`src/rtl/alu_pipe.sv`:
```
// Two-stage pipelined ALU with valid/ready handshakes on both sides.
// S1 registers operands and opcode; S2 registers the result and status flags.
module alu_pipe #(
    parameter int DATA_W = 8,
    parameter int OP_W   = 4
) (
    input  logic              clk,
    input  logic              rst,
    input  logic              in_valid,
    output logic              in_ready,
    input  logic [DATA_W-1:0] a_in,
    input  logic [DATA_W-1:0] b_in,
    input  logic [OP_W-1:0]   opcode,
    output logic              out_valid,
    input  logic              out_ready,
    output logic [DATA_W-1:0] q_out,
    output logic              c_out,
    output logic              z_out,
    output logic              n_out,
    output logic              v_out,
    output logic              illegal_out
);

    localparam int MSB = DATA_W - 1;
    localparam int XW  = DATA_W + 1;

    typedef enum logic [3:0] {
        OP_A   = 4'h0, OP_ADD = 4'h1, OP_ADC = 4'h2, OP_SUB = 4'h3,
        OP_SBB = 4'h4, OP_INC = 4'h5, OP_DEC = 4'h6, OP_B   = 4'h7,
        OP_OR  = 4'h8, OP_XOR = 4'h9, OP_AND = 4'hA, OP_NOT = 4'hB,
        OP_SHL = 4'hC, OP_SHR = 4'hD, OP_CMP = 4'hE, OP_ILL = 4'hF
    } op_e;

    localparam logic [XW-1:0] ONE_X = XW'(1);

    logic              s1_valid, s2_valid;
    logic [DATA_W-1:0] a_q, b_q;
    logic [OP_W-1:0]   op_q;
    logic              s1_adv, s2_adv, in_xfer;

    logic [XW-1:0]     ax, bx, r;
    logic [DATA_W-1:0] res, fsrc;
    logic              c_nx, v_nx, ill_nx, cmp;
    logic [31:0]       op_ext;
    op_e               op4;

    assign s2_adv   = !s2_valid || out_ready;
    assign s1_adv   = s1_valid && s2_adv;
    assign in_ready = !s1_valid || s2_adv;
    assign in_xfer  = in_valid && in_ready;

    function automatic logic ovf_add(input logic sa, input logic sb, input logic sr);
        return (sa == sb) && (sr != sa);
    endfunction

    function automatic logic ovf_sub(input logic sa, input logic sb, input logic sr);
        return (sa != sb) && (sr != sa);
    endfunction

    // NOTE: every always_comb output gets a default first so no path can infer a latch.
    always_comb begin
        ax     = {1'b0, a_q};
        bx     = {1'b0, b_q};
        r      = '0;
        res    = '0;
        c_nx   = 1'b0;
        v_nx   = 1'b0;
        ill_nx = 1'b0;
        cmp    = 1'b0;
        op_ext = 32'(op_q);
        op4    = op_e'(op_q[3:0]);

        case (op4)
            OP_A:   res = a_q;
            OP_ADD: begin r = ax + bx;         res = r[MSB:0]; c_nx = r[DATA_W]; v_nx = ovf_add(a_q[MSB], b_q[MSB], r[MSB]); end
            OP_ADC: begin r = ax + bx + ONE_X; res = r[MSB:0]; c_nx = r[DATA_W]; v_nx = ovf_add(a_q[MSB], b_q[MSB], r[MSB]); end
            OP_SUB: begin r = ax - bx;         res = r[MSB:0]; c_nx = r[DATA_W]; v_nx = ovf_sub(a_q[MSB], b_q[MSB], r[MSB]); end
            OP_SBB: begin r = ax - bx - ONE_X; res = r[MSB:0]; c_nx = r[DATA_W]; v_nx = ovf_sub(a_q[MSB], b_q[MSB], r[MSB]); end
            OP_INC: begin r = ax + ONE_X;      res = r[MSB:0]; c_nx = r[DATA_W]; v_nx = ovf_add(a_q[MSB], 1'b0, r[MSB]); end
            OP_DEC: begin r = ax - ONE_X;      res = r[MSB:0]; c_nx = r[DATA_W]; v_nx = ovf_sub(a_q[MSB], 1'b0, r[MSB]); end
            OP_B:   res = b_q;
            OP_OR:  res = a_q | b_q;
            OP_XOR: res = a_q ^ b_q;
            OP_AND: res = a_q & b_q;
            OP_NOT: res = ~a_q;
            OP_SHL: begin res = {a_q[MSB-1:0], 1'b0}; c_nx = a_q[MSB]; end
            OP_SHR: begin res = {1'b0, a_q[MSB:1]};   c_nx = a_q[0];   end
            // Compare keeps A as the result but reports the flags of A-B.
            OP_CMP: begin r = ax - bx; res = a_q; cmp = 1'b1; c_nx = r[DATA_W]; v_nx = ovf_sub(a_q[MSB], b_q[MSB], r[MSB]); end
            default: ill_nx = 1'b1;
        endcase

        if (op_ext > 32'd15) begin
            ill_nx = 1'b1;
        end
        if (ill_nx) begin
            res  = '0;
            c_nx = 1'b0;
            v_nx = 1'b0;
            cmp  = 1'b0;
        end

        fsrc = cmp ? r[MSB:0] : res;
    end

    // NOTE: sequential state uses non-blocking assignments so every register samples pre-edge values.
    always_ff @(posedge clk or negedge rst) begin
        if (!rst) begin
            s1_valid <= 1'b0;
            a_q      <= '0;
            b_q      <= '0;
            op_q     <= '0;
        end else if (in_xfer) begin
            s1_valid <= 1'b1;
            a_q      <= a_in;
            b_q      <= b_in;
            op_q     <= opcode;
        end else if (s1_adv) begin
            s1_valid <= 1'b0;
        end
    end

    always_ff @(posedge clk or negedge rst) begin
        if (!rst) begin
            s2_valid    <= 1'b0;
            q_out       <= '0;
            c_out       <= 1'b0;
            z_out       <= 1'b0;
            n_out       <= 1'b0;
            v_out       <= 1'b0;
            illegal_out <= 1'b0;
        end else if (s1_adv) begin
            s2_valid    <= 1'b1;
            q_out       <= res;
            c_out       <= c_nx;
            z_out       <= (fsrc == '0);
            n_out       <= fsrc[MSB];
            v_out       <= v_nx;
            illegal_out <= ill_nx;
        end else if (out_ready) begin
            s2_valid    <= 1'b0;
        end
    end

    assign out_valid = s2_valid;

endmodule

```
`config.mk`:
```
export PLATFORM = sky130hd
export DESIGN_NAME = alu_pipe
export DESIGN_NICKNAME = d
export VERILOG_FILES = /design/src/rtl/alu_pipe.sv
export SDC_FILE = /design/constraint.sdc
export NUM_CORES = 1
export LEC_CHECK = 0
export ABC_AREA = 1
export CORE_MARGIN = 5
export CORE_UTILIZATION = 28
export DETAILED_ROUTE_END_ITERATION = 16
export SLEW_MARGIN = 10
export SYNTH_ARGS = -nofsm -noshare
export SYNTH_HDL_FRONTEND = slang
export SYNTH_SLANG_ARGS = --single-unit
```
`constraint.sdc`:
```
create_clock -name clk -period 3 [get_ports clk]
set_input_delay 0.9 -clock clk [delete_from_list [all_inputs] [get_ports clk]]
set_output_delay 0.9 -clock clk [all_outputs]
set_load 0.03 [all_outputs]
```
Word level (Yosys, flattened, before mapping)
Cells that the tools add are included.

Flip-flop bits (word level): 35. Bits of input ports: 24. Logic and storage cells: 78.

Add/subtract/negate cells: 6. Equal/unequal tests: 22. Multiplexer cells: 15. Bitwise gates (word level): 5. Reduce and logical (&&, ||, !) cells: 19.

Operator list (number): 8-bit one-hot mux with 14 select lines (1); 8-bit one-hot mux with 6 select lines (1); 4-bit == test (second input constant) (7); 4-bit by 3-bit == test with 1-bit output (second input constant) (4); 8-bit two-way mux (2); 15-bit OR reduction (1); 8-bit by 1-bit adder with 9-bit output (second input constant) (1); 8-bit by 8-bit adder with 9-bit output (1); 9-bit by 1-bit adder with 9-bit output (second input constant) (1); 1-bit two-way mux (9); 8-bit by 1-bit subtractor with 9-bit output (second input constant) (1); 8-bit by 8-bit subtractor with 9-bit output (1); 9-bit by 1-bit subtractor with 9-bit output (second input constant) (1); 8-bit bitwise AND (1); 4-bit by 2-bit == test with 1-bit output (second input constant) (2); 1-bit logical AND (8); 8-bit zero test (1); 8-bit NOT (1); 8-bit OR (1); 1-bit one-hot mux with 8 select lines (1); 8-bit XOR (1); 1-bit != test (7); 1-bit one-hot mux with 6 select lines (1); 4-bit by 1-bit == test with 1-bit output (second input constant) (1); other kinds (7) (11).

Depth between registers and ports, before layout
Gate-level depths: netlist of run 1.

Depth in word-level cells: 6. Gate-level depth with buffers: 21. Depth with buffers taken out: 19.

Worst setup path before layout of run 1
No wires, ideal clock.

Kind: register to register. Start point: register a_q[0]. End point: register z_out. Data arrival time: 2.596 ns. Path slack: 0.326 ns. Cell stages (with the launch flop): 17. Period minus slack after synthesis: 2.674 ns. Cells stage by stage: dfrtp_1 -> clkinv_1 -> ha_1 -> fa_1 -> ha_1 -> inv_1 -> nor2_1 -> nand3_1 -> nor2_1 -> nand2_1 -> nand2_1 -> nand2_1 -> a21oi_1 -> nand3_1 -> nor2_1 -> nand3_1 -> a21oi_1.

Word-level cells in the longest chain between the ends: 6. Elaborated cells between the ends (all ways): 15. Classes of those cells: 6 x add/sub; 4 x mux; 4 x bitwise; 1 x reduce/logical.

RTL lines: start, declared (line 37) `logic [DATA_W-1:0] a_q, b_q;`; start signal, assigned (line 115) `a_q <= a_in;`; 8-bit by 8-bit subtractor with 9-bit output / 8-bit by 8-bit adder with 9-bit output (equally long branches); 9-bit by 1-bit subtractor with 9-bit output / 9-bit by 1-bit adder with 9-bit output (equally long branches) (line 78, 76); 8-bit one-hot mux with 14 select lines (line 73) `case (op4)`; 8-bit two-way mux (line 96) `if (ill_nx) begin`; 8-bit two-way mux (*) (line 103) `fsrc = cmp ? r[MSB:0] : res;`; 8-bit zero test (*) (line 136) `z_out <= (fsrc == '0);`; end signal, assigned (line 136); end, declared (line 18) `output logic z_out,`.

Mark *: on every way between the ends. The rest lies on a longest branch, timed or not. A chain may end at the register's enable or synchronous reset.

Worst setup path after layout of run 1
Ends and elaborated chain as after synthesis.

==> results.txt, run 1 <==
Slew HR - 45.5%
Antenna Cells - 0
Hold depth - 2
Slowest stage cell, crit path - fa_2
Max Clock Skew - 0.0101 ns
Final worst-path cycle share - 93.0%
Yosys top cell by area - dfrtp_1
Total power - 3.14 mW
WL/cell - 15.2 um
Place WS - 0.175 ns
Hpwl dp - 10.5 mm
Synth Net Count - 704
First-pass GRT wire length - 21.1 mm
WP buf/inv - 2
Final Util - 34.8%
Most common cell in the netlist - nand2_1
Row count - 42
Crit-path max FO - 6
CP Class - register to register
Worst Hold Class - register to register
Grt ovf - 0
Area grow syn2layout - 20.7%
Core Box Area - 0.0133 mm2
Final hold vios - 0
Post-synth EDFFs - 0
Port Buf Inserts - 38
WL final - 13.3 mm
Data arrival, critical path - 3.00 ns
Via-per-instance ratio - 5.01
Synth unique cells - 37
DIE HEIGHT - 127 um
Routed vias - 4371
Finished Layout Cells - 872
Crit end category - register
Worst path top cell family by delay - adder cells
Path depth of the worst reg2reg path - 16
Clock Pin Slew Worst Setup and Hold Paths - 0.06 ns
Hold Path End - v_out
Final setup violation count - 0
Placed Area - 0.00449 mm2
Yosys reg bits - 35
Post-synth top cells - nand2_1 (195), nor2_1 (102), nand3_1 (67), inv_1 (58), a21oi_1 (39)
Cells after synthesis - 648
RR Startpoint - a_q[0]
R2R Setup Slk - 0.21 ns
DP Cell Count - 864
Synth area leaders - dfrtp_1 (23%), nand2_1 (19%), nor2_1 (9.9%), ha_1 (9.8%), nand3_1 (8.7%)
Latest clock arrival within the worst-skew pair - 0.29 ns
Final Wtd Congestion - 0.961
Initial DRC Count - 288
Synthesized area - 0.00385 mm2
Hold path startpoint - v_out
Initial antenna violation count - 0
Fin nets - 751
Final ANT Viol Nets - 0
Max-slew violations - 0
Post-layout min period - 2.79 ns
Clock buffer count from CTS - 5
Largest net degree at the start of global routing - 41
Worst path cell trace - buf_4, ha_1, fa_2, ha_1, inv_1, nor2_2, nand3_2, nor2_2, nand2_1, nand2_1, nand2_1, a21oi_1, nand3_1, nor2_1, nand3_1, a21oi_1
Share of layout cells above drive strength 1 - 9.20%
Starting Density - 28.8%
CP dominant cell by count - nand2_1
DR pass1 iterations - 5
YS warnings - 0
Syn Area/Cell - 5.94 um2
Max Root-Sink Buffers - 2
Async SR Flop Fraction - 100%
CP required - 3.21 ns
Status - completed
Worst slew pin tran - 0.818 ns
Max-cap violations - 0
Peak Freq - 359 MHz
Critical R2R Capture - z_out
Die Area - 0.0162 mm2
Sink Count - 35
Hold Slack - 0.478 ns
Seq/Total Area, Yosys - 22.8%
Power per cell area - 676 mW/mm2
Top_reg_cell synth - dfrtp_1
Root Buffer Master - clkbuf_16
Setup TNS - 0 ns
Peak VDD IR - 0.280 mV
Setup ws final - 0.211 ns
CTS tree - yes
Buffer count from post-CTS setup fixing - 0
Vias in the first global route - 4161
Post-route cell area - 0.00464 mm2
# fillers - 1496
Die Width - 127 um
Max H-tree Level - 2
Total GRT Usage - 16.4%
Share of the synthesized area in the top cell type - 22.8%
Crit path launch type - register
# IOs - 39
DRC - 0
CP max stage delay - 0.57 ns
Leakage - 2.32 nW
-- cells in the final DEF (no fill, tap or decap), types with 5 or more instances in the layout --
master | Yosys | final
clkbuf_16 | 0 | 5
nand2_1 | 195 | 195
inv_1 | 58 | 58
nand4_1 | 12 | 12
nand2_2 | 5 | 5
nor3_1 | 6 | 6
o22ai_1 | 7 | 7
o21ai_0 | 23 | 23
a21oi_1 | 39 | 39
buf_4 | 4 | 16
dfrtp_1 | 35 | 35
nor2_1 | 102 | 98
inv_2 | 16 | 16
nand3_1 | 67 | 66
ha_1 | 30 | 30
clkdlybuf4s50_1 | 0 | 36
nor2_2 | 5 | 9
-- area by class of cell --
| cell class | instances | area [um2] | area share (%) |
|---|---|---|---|
| clock buffer | 6 | 129 | 2.77 |
| clock inverter | 2 | 12.5 | 0.269 |
| timing repair buffer | 53 | 485 | 10.5 |
| multi-input combinational | 524 | 2640 | 56.8 |
| sequential | 35 | 876 | 18.9 |
| inverter | 76 | 285 | 6.14 |
| tap | 176 | 220 | 4.74 |
-- worst register-to-register path, stage by stage (launching register included) --
cell	delay, ns
dfrtp_1	0.37
buf_4	0.16
ha_1	0.27
fa_2	0.57
ha_1	0.15
inv_1	0.06
nor2_2	0.13
nand3_2	0.13
nor2_2	0.14
nand2_1	0.06
nand2_1	0.05
nand2_1	0.04
a21oi_1	0.13
nand3_1	0.13
nor2_1	0.10
nand3_1	0.07
a21oi_1	0.14
-- how the worst max path moves through the flow --
stage	from	to	slack, ns	depth (start not counted)
2_1_floorplan	a_q[0]	z_out	0.33	16
6_report	a_q[0]	z_out	0.21	16
3_5_place_dp	a_q[0]	n_out	0.18	17
5_1_grt	a_q[0]	z_out	-0.0008	16
3_3_place_gp	a_q[0]	n_out	0.23	17
4_1_cts	a_q[0]	n_out	0.17	17
-- per-layer routing --
metal	vias to the layer above	track usage (%)	wire length [um]
li1	2193	-	-
met5	-	0	0
met4	0	6.50	407
met3	27	2.21	842
met2	170	27.5	6200
met1	1981	21.3	5830
-- what timing repair did --
| item | CTS | global route |
|---|---|---|
| endpoints found under the setup margin | 0 | 3 |
| gates resized for setup | 0 | 6 |
| hold endpoints to repair | 0 | 0 |
| hold buffers | 0 | 0 |
-- where the power goes --
group          internal [mW]  switching (mW)
clock                  0.307           0.214
combinational          0.650            1.29
sequential             0.594          0.0891
total                   1.55            1.59
-- registers in the layout, summed over array words and instances (netlist names), 4 cells and up --
name   flops
b_q        8
op4        4
a_q        8
q_out      8
-- logic make-up after synthesis --
logic type	count (synthesis)	share of synthesized area (%)
simple gates	402	44.0
compound gates	90	13.3
buf+inv	89	9.20
flops	35	22.8
fa+ha+maj	32	10.8
No activity file was read; power rests on OpenSTA's default activity.
==> inputs of run 2 (changes only) <==
--- a/config.mk
+++ b/config.mk
@@ -7,7 +7,7 @@
 export LEC_CHECK = 0
 export ABC_AREA = 1
 export CORE_MARGIN = 5
-export CORE_UTILIZATION = 28
+export CORE_UTILIZATION = 31
 export DETAILED_ROUTE_END_ITERATION = 16
 export SLEW_MARGIN = 10
 export SYNTH_ARGS = -nofsm -noshare
==> results.txt, run 2 (synthesis gave the netlist of run 1 again) <==
Status - completed
RR Startpoint - a_q[0]
Starting Density - 31.8% (+2.9 points)
Die Area - 0.0147 mm2 (-8.9%)
Max-slew violations - 0 (unchanged)
# fillers - 1351 (-9.7%)
Final setup violation count - 0 (unchanged)
Max Root-Sink Buffers - 2 (unchanged)
Commonest non-fill, non-tap cell in the layout - nand2_1
DR pass1 iterations - 5 (unchanged)
Final ANT Viol Nets - 0 (unchanged)
Final Wtd Congestion - 0.997 (+3.8%)
Worst path cell trace - clkinv_1, ha_1, fa_1, ha_1, inv_1, nor2_2, o21ai_0, o2111ai_1, nor2_1, nand2_1, nor2_1, nand3_1, a21oi_1
Crit-path max FO - 5 (-1)
DRC - 0 (unchanged)
Hold Slack - 0.484 ns (+0.00559 ns)
WL final - 14.0 mm (+5.3%)
Slew HR - 45.3% (-0.18 points)
Die Width - 121 um (-4.6%)
Total GRT Usage - 19.4% (+3.0 points)
Critical R2R Capture - z_out
Peak Freq - 348 MHz (-3.0%)
Power per cell area - 676 mW/mm2 (about the same)
Slowest stage cell, crit path - fa_1
# IOs - 39 (unchanged)
Peak VDD IR - 0.307 mV (+9.7%)
Clock Pin Slew Worst Setup and Hold Paths - 0.06 ns (about the same)
Worst path top cell family by delay - adder cells
Leakage - 2.37 nW (+2.0%)
Clock buffer count from CTS - 5 (unchanged)
Routed vias - 4453 (+1.9%)
Initial DRC Count - 366 (+27%)
Root Buffer Master - clkbuf_16
Share of layout cells above drive strength 1 - 10.1% (+0.86 points)
RSZ-0062 raised after global routing - false
Commonest non-fill, non-tap cells in the layout - nand2_1 (195), nor2_1 (101), nand3_1 (67)
Post-layout min period - 2.88 ns (+0.0876 ns)
Path depth of the worst reg2reg path - 13 (-3)
CTS tree - yes
DIE HEIGHT - 121 um (-4.6%)
Hold buffers post-CTS - 0 (unchanged)
Data arrival, critical path - 3.09 ns (+0.09 ns)
Worst Hold Class - register to register
WP buf/inv - 2 (unchanged)
WL/cell - 16.0 um (+5.0%)
CP max stage delay - 0.49 ns (-0.08 ns)
Top Registers - a_q (8), b_q (8), q_out (8)
Antenna Cells - 0 (unchanged)
Max H-tree Level - 2 (unchanged)
Post-route cell area - 0.00470 mm2 (+1.2%)
Placed Area - 0.00454 mm2 (+1.1%)
First-pass GRT wire length - 22.4 mm (+6.3%)
R2R Setup Slk - 0.12 ns (-0.09 ns)
Latest clock arrival within the worst-skew pair - 0.29 ns (about the same)
Fin nets - 761 (+1.3%)
CP required - 3.21 ns (about the same)
Grt ovf - 0 (unchanged)
Sink Count - 35 (unchanged)
Port Buf Inserts - 38 (unchanged)
CP Class - register to register
Crit path launch type - register
Vias in the first global route - 4349 (+4.5%)
Max-cap violations - 0 (unchanged)
Worst setup startpoint - a_q[0]
Row count - 40 (-4.8%)
Setup TNS - 0 ns (unchanged)
Final hold vios - 0 (unchanged)
WP depth - 13 (-3)
Core Box Area - 0.0121 mm2 (-9.3%)
Hpwl dp - 11.2 mm (+6.6%)
Crit end category - register
Largest net degree at the start of global routing - 37 (-9.8%)
Max Clock Skew - 0.00507 ns (-0.00500 ns)
Initial antenna violation count - 0 (unchanged)
Via-per-instance ratio - 5.09 (+1.6%)
Worst slew pin tran - 0.821 ns (+0.00275 ns)
Area grow syn2layout - 22.1%
CP endpoint - z_out
Final worst-path cycle share - 95.9% (+2.9 points)
==> run 2: per-stage QoR <==
step                      power (mW)  setup WS [ns]  util, %  std cells
final                           3.18          0.123     38.8        874
after global routing            3.44        0.00114     38.8        874
after CTS                       3.15          0.165     38.6        872
after detailed placement        2.63          0.182     37.4        864
after global placement          2.62          0.212     37.4        864
after floorplan                 1.97          0.326        -        648
==> run 2: power by group <==
part | total (mW) | internal [mW] | switching, mW
clock network | 0.513 | 0.306 | 0.206
registers | 0.686 | 0.594 | 0.0916
logic | 1.98 | 0.676 | 1.30
==> run 2: metal layers <==
layer / wire length, um / vias up / track usage, %
li1: - / 2214 / -
met1: 6270 / 2071 / 25.7
met2: 6570 / 147 / 32.5
met3: 878 / 21 / 2.94
met4: 248 / 0 / 5.53
met5: 0 / - / 0
==> run 2: area by class of cell <==
cell class	count	area, um2	share of cell area (%)
multi-input cells	524	2620	55.8
clock buffers	6	129	2.74
well taps	168	210	4.47
flip-flops and latches	35	877	18.7
inverters	76	285	6.07
clock inverters	2	12.5	0.266
repair buffers	63	561	11.9
==> run 2: worst register-to-register path, stage by stage (launching register included) <==
cell and delay [ns]:
dfrtp_2 0.41, clkinv_1 0.10, ha_1 0.23, fa_1 0.49, ha_1 0.23, inv_1 0.07, nor2_2 0.05, o21ai_0 0.21
o2111ai_1 0.20, nor2_1 0.34, nand2_1 0.13, nor2_1 0.11, nand3_1 0.08, a21oi_1 0.14
==> run 2: worst min-delay path by stage <==
stage,start,cells after the start,to
finish,q_out[6],2,q_out[6]
global route,q_out[6],2,q_out[6]
CTS,q_out[1],2,q_out[1]
detailed placement,q_out[1],2,q_out[1]
global placement,q_out[6],2,q_out[6]
floorplan,b_q[7],2,b_q[7]
==> run 2: what timing repair did <==
item / in CTS / in global routing
setup buffers: 0 / 2
setup endpoints to repair: 0 / 5
resized for setup: 0 / 3
==> inputs of run 3 (changes only) <==
--- a/config.mk
+++ b/config.mk
@@ -9,6 +9,7 @@
 export CORE_MARGIN = 5
 export CORE_UTILIZATION = 31
 export DETAILED_ROUTE_END_ITERATION = 16
+export PLACE_DENSITY_LB_ADDON = 0.05
 export SLEW_MARGIN = 10
 export SYNTH_ARGS = -nofsm -noshare
 export SYNTH_HDL_FRONTEND = slang
==> results.txt, run 3 (synthesis gave the netlist of run 1 again) <==
Starting Density - 31.8% (unchanged)
Via-per-instance ratio - 4.97 (-2.5%)
Hpwl dp - 11.6 mm (+3.6%)
Peak VDD IR - 0.313 mV (+1.9%)
Final Util - 38.5% (-0.32 points)
Final hold vios - 0 (unchanged)
Status - completed
Antenna Cells - 0 (unchanged)
Slew HR - 47.2% (+1.9 points)
Die Area - 0.0147 mm2 (unchanged)
Core Box Area - 0.0121 mm2 (unchanged)
CP Class - register to register
CP max stage delay - 0.60 ns (+0.11 ns)
Max-slew violations - 0 (unchanged)
Worst path cell trace - buf_4, ha_2, fa_2, nand2_1, nor2_1, nand3_1, nor2_1, nand2_1, nor2_1, nand2_1, nand3_2, nand2_1, nor2_2, a21oi_1, o21ai_0, nand2_1
First-pass GRT wire length - 22.6 mm (+0.89%)
Initial antenna violation count - 0 (unchanged)
Latest clock arrival within the worst-skew pair - 0.29 ns (about the same)
Crit end category - register
Final setup violation count - 0 (unchanged)
Max-cap violations - 0 (unchanged)
Root Buffer Master - clkbuf_16
Worst path top cell family by delay - simple AND/OR/NAND/NOR gates
Top Registers - a_q (8), b_q (8), q_out (8)
DR pass1 iterations - 5 (unchanged)
Final Wtd Congestion - 0.944 (-5.3%)
DRC - 0 (unchanged)
Crit-path max FO - 6 (+1)
RSZ-0062 raised after global routing - false
Die Width - 121 um (unchanged)
WL final - 14.3 mm (+2.1%)
Max Root-Sink Buffers - 2 (unchanged)
Clock Pin Slew Worst Setup and Hold Paths - 0.06 ns (about the same)
Crit path launch type - register
Placed Area - 0.00450 mm2 (-0.83%)
Post-route cell area - 0.00466 mm2 (-0.83%)
WP buf/inv - 1 (-1)
Hold Slack - 0.475 ns (-0.00843 ns)
Max H-tree Level - 2 (unchanged)
CP dominant cell by count - nand2_1
Final ANT Viol Nets - 0 (unchanged)
Row count - 40 (unchanged)
Vias in the first global route - 4113 (-5.4%)
Setup TNS - 0 ns (unchanged)
Worst Hold Class - register to register
Worst slew pin tran - 0.792 ns (-0.0289 ns)
Port Buf Inserts - 38 (unchanged)
Largest net degree at the start of global routing - 42 (+14%)
Grt ovf - 0 (unchanged)
Slowest stage cell, crit path - fa_2
# IOs - 39 (unchanged)
Area grow syn2layout - 21.1%
Clock buffer count from CTS - 5 (unchanged)
Sink Count - 35 (unchanged)
Final worst-path cycle share - 91.4% (-4.5 points)
Commonest non-fill, non-tap cells in the layout - nand2_1 (195), nor2_1 (101), nand3_1 (66)
WL/cell - 16.4 um (+2.8%)
CP required - 3.18 ns (-0.03 ns)
Initial DRC Count - 292 (-20%)
Max Clock Skew - 0.00425 ns (-0.000821 ns)
Post-layout min period - 2.74 ns (-0.135 ns)
Data arrival, critical path - 2.92 ns (-0.17 ns)
Leakage - 2.34 nW (-1.2%)
CTS tree - yes
Share of layout cells above drive strength 1 - 9.43% (-0.63 points)
Routed vias - 4310 (-3.2%)
Finished Layout Cells - 868 (-0.69%)
Fin nets - 755 (-0.79%)
Commonest non-fill, non-tap cell in the layout - nand2_1
Peak Freq - 365 MHz (+4.9%)
DP Cell Count - 859 (-0.58%)
Power per cell area - 685 mW/mm2 (+1.4%)
DIE HEIGHT - 121 um (unchanged)
Total GRT Usage - 20.1% (+0.77 points)
## run 3: final timing paths
kind / from / endpoint / slack (ns) / cells after the start
worst min register to register: c_out / c_out / 0.48 / 2
max in group asynchronous: rst / b_q[7] / 1.80 / 1
min in group asynchronous: rst / a_q[3] / 0.69 / 1
worst min-delay path: c_out / c_out / 0.48 / 2
worst max-delay path: a_q[0] / n_out / 0.26 / 16
worst max register to register: a_q[0] / n_out / 0.26 / 16
## run 3: layout make-up
class,count,area (um2)
fill,1372,7450
multi-input combinational,524,2630
sequential,35,876
timing repair buffer,57,515
inverter,76,285
tap,168,210
clock buffer,6,129
clock inverter,2,12.5
## run 3: layer usage
layer  vias to the layer above  routed length [um]  share of wire (%)  GRT usage, %
li1                       2206                   -                  -             -
met1                      1975                7040                 49          29.2
met2                       113                6170                 43          30.1
met3                        16                 767                5.4          3.45
met4                         0                 288                2.0          6.51
met5                         -                   0                  0             0
## run 3: tightest hold or removal path, stage by stage (launching register included)
cell	delay, ns
dfrtp_1	0.34
nand2_1	0.05
nand2_1	0.05
## run 3: what timing repair did
item / CTS / global route
endpoints found under the setup margin: 0 / 3
buffers inserted: 0 / 1
hold buffers: 0 / 0
resized for setup: 0 / 4
hold endpoints to repair: 0 / 0
## run 3: per-stage QoR
step | power [mW] | setup slack, ns
3_5_place_dp | 2.65 | 0.226
4_1_cts | 3.19 | 0.213
5_1_grt | 3.47 | 0.0219
6_report | 3.19 | 0.258
2_1_floorplan | 1.97 | 0.326
3_3_place_gp | 2.66 | 0.234
## run 3: power breakdown
part / leakage [nW] / total [mW] / switching, mW / internal [mW]
Clock: 0.0669 / 0.513 / 0.207 / 0.306
Combinational: 1.87 / 2.00 / 1.33 / 0.673
Sequential: 0.408 / 0.680 / 0.0856 / 0.594
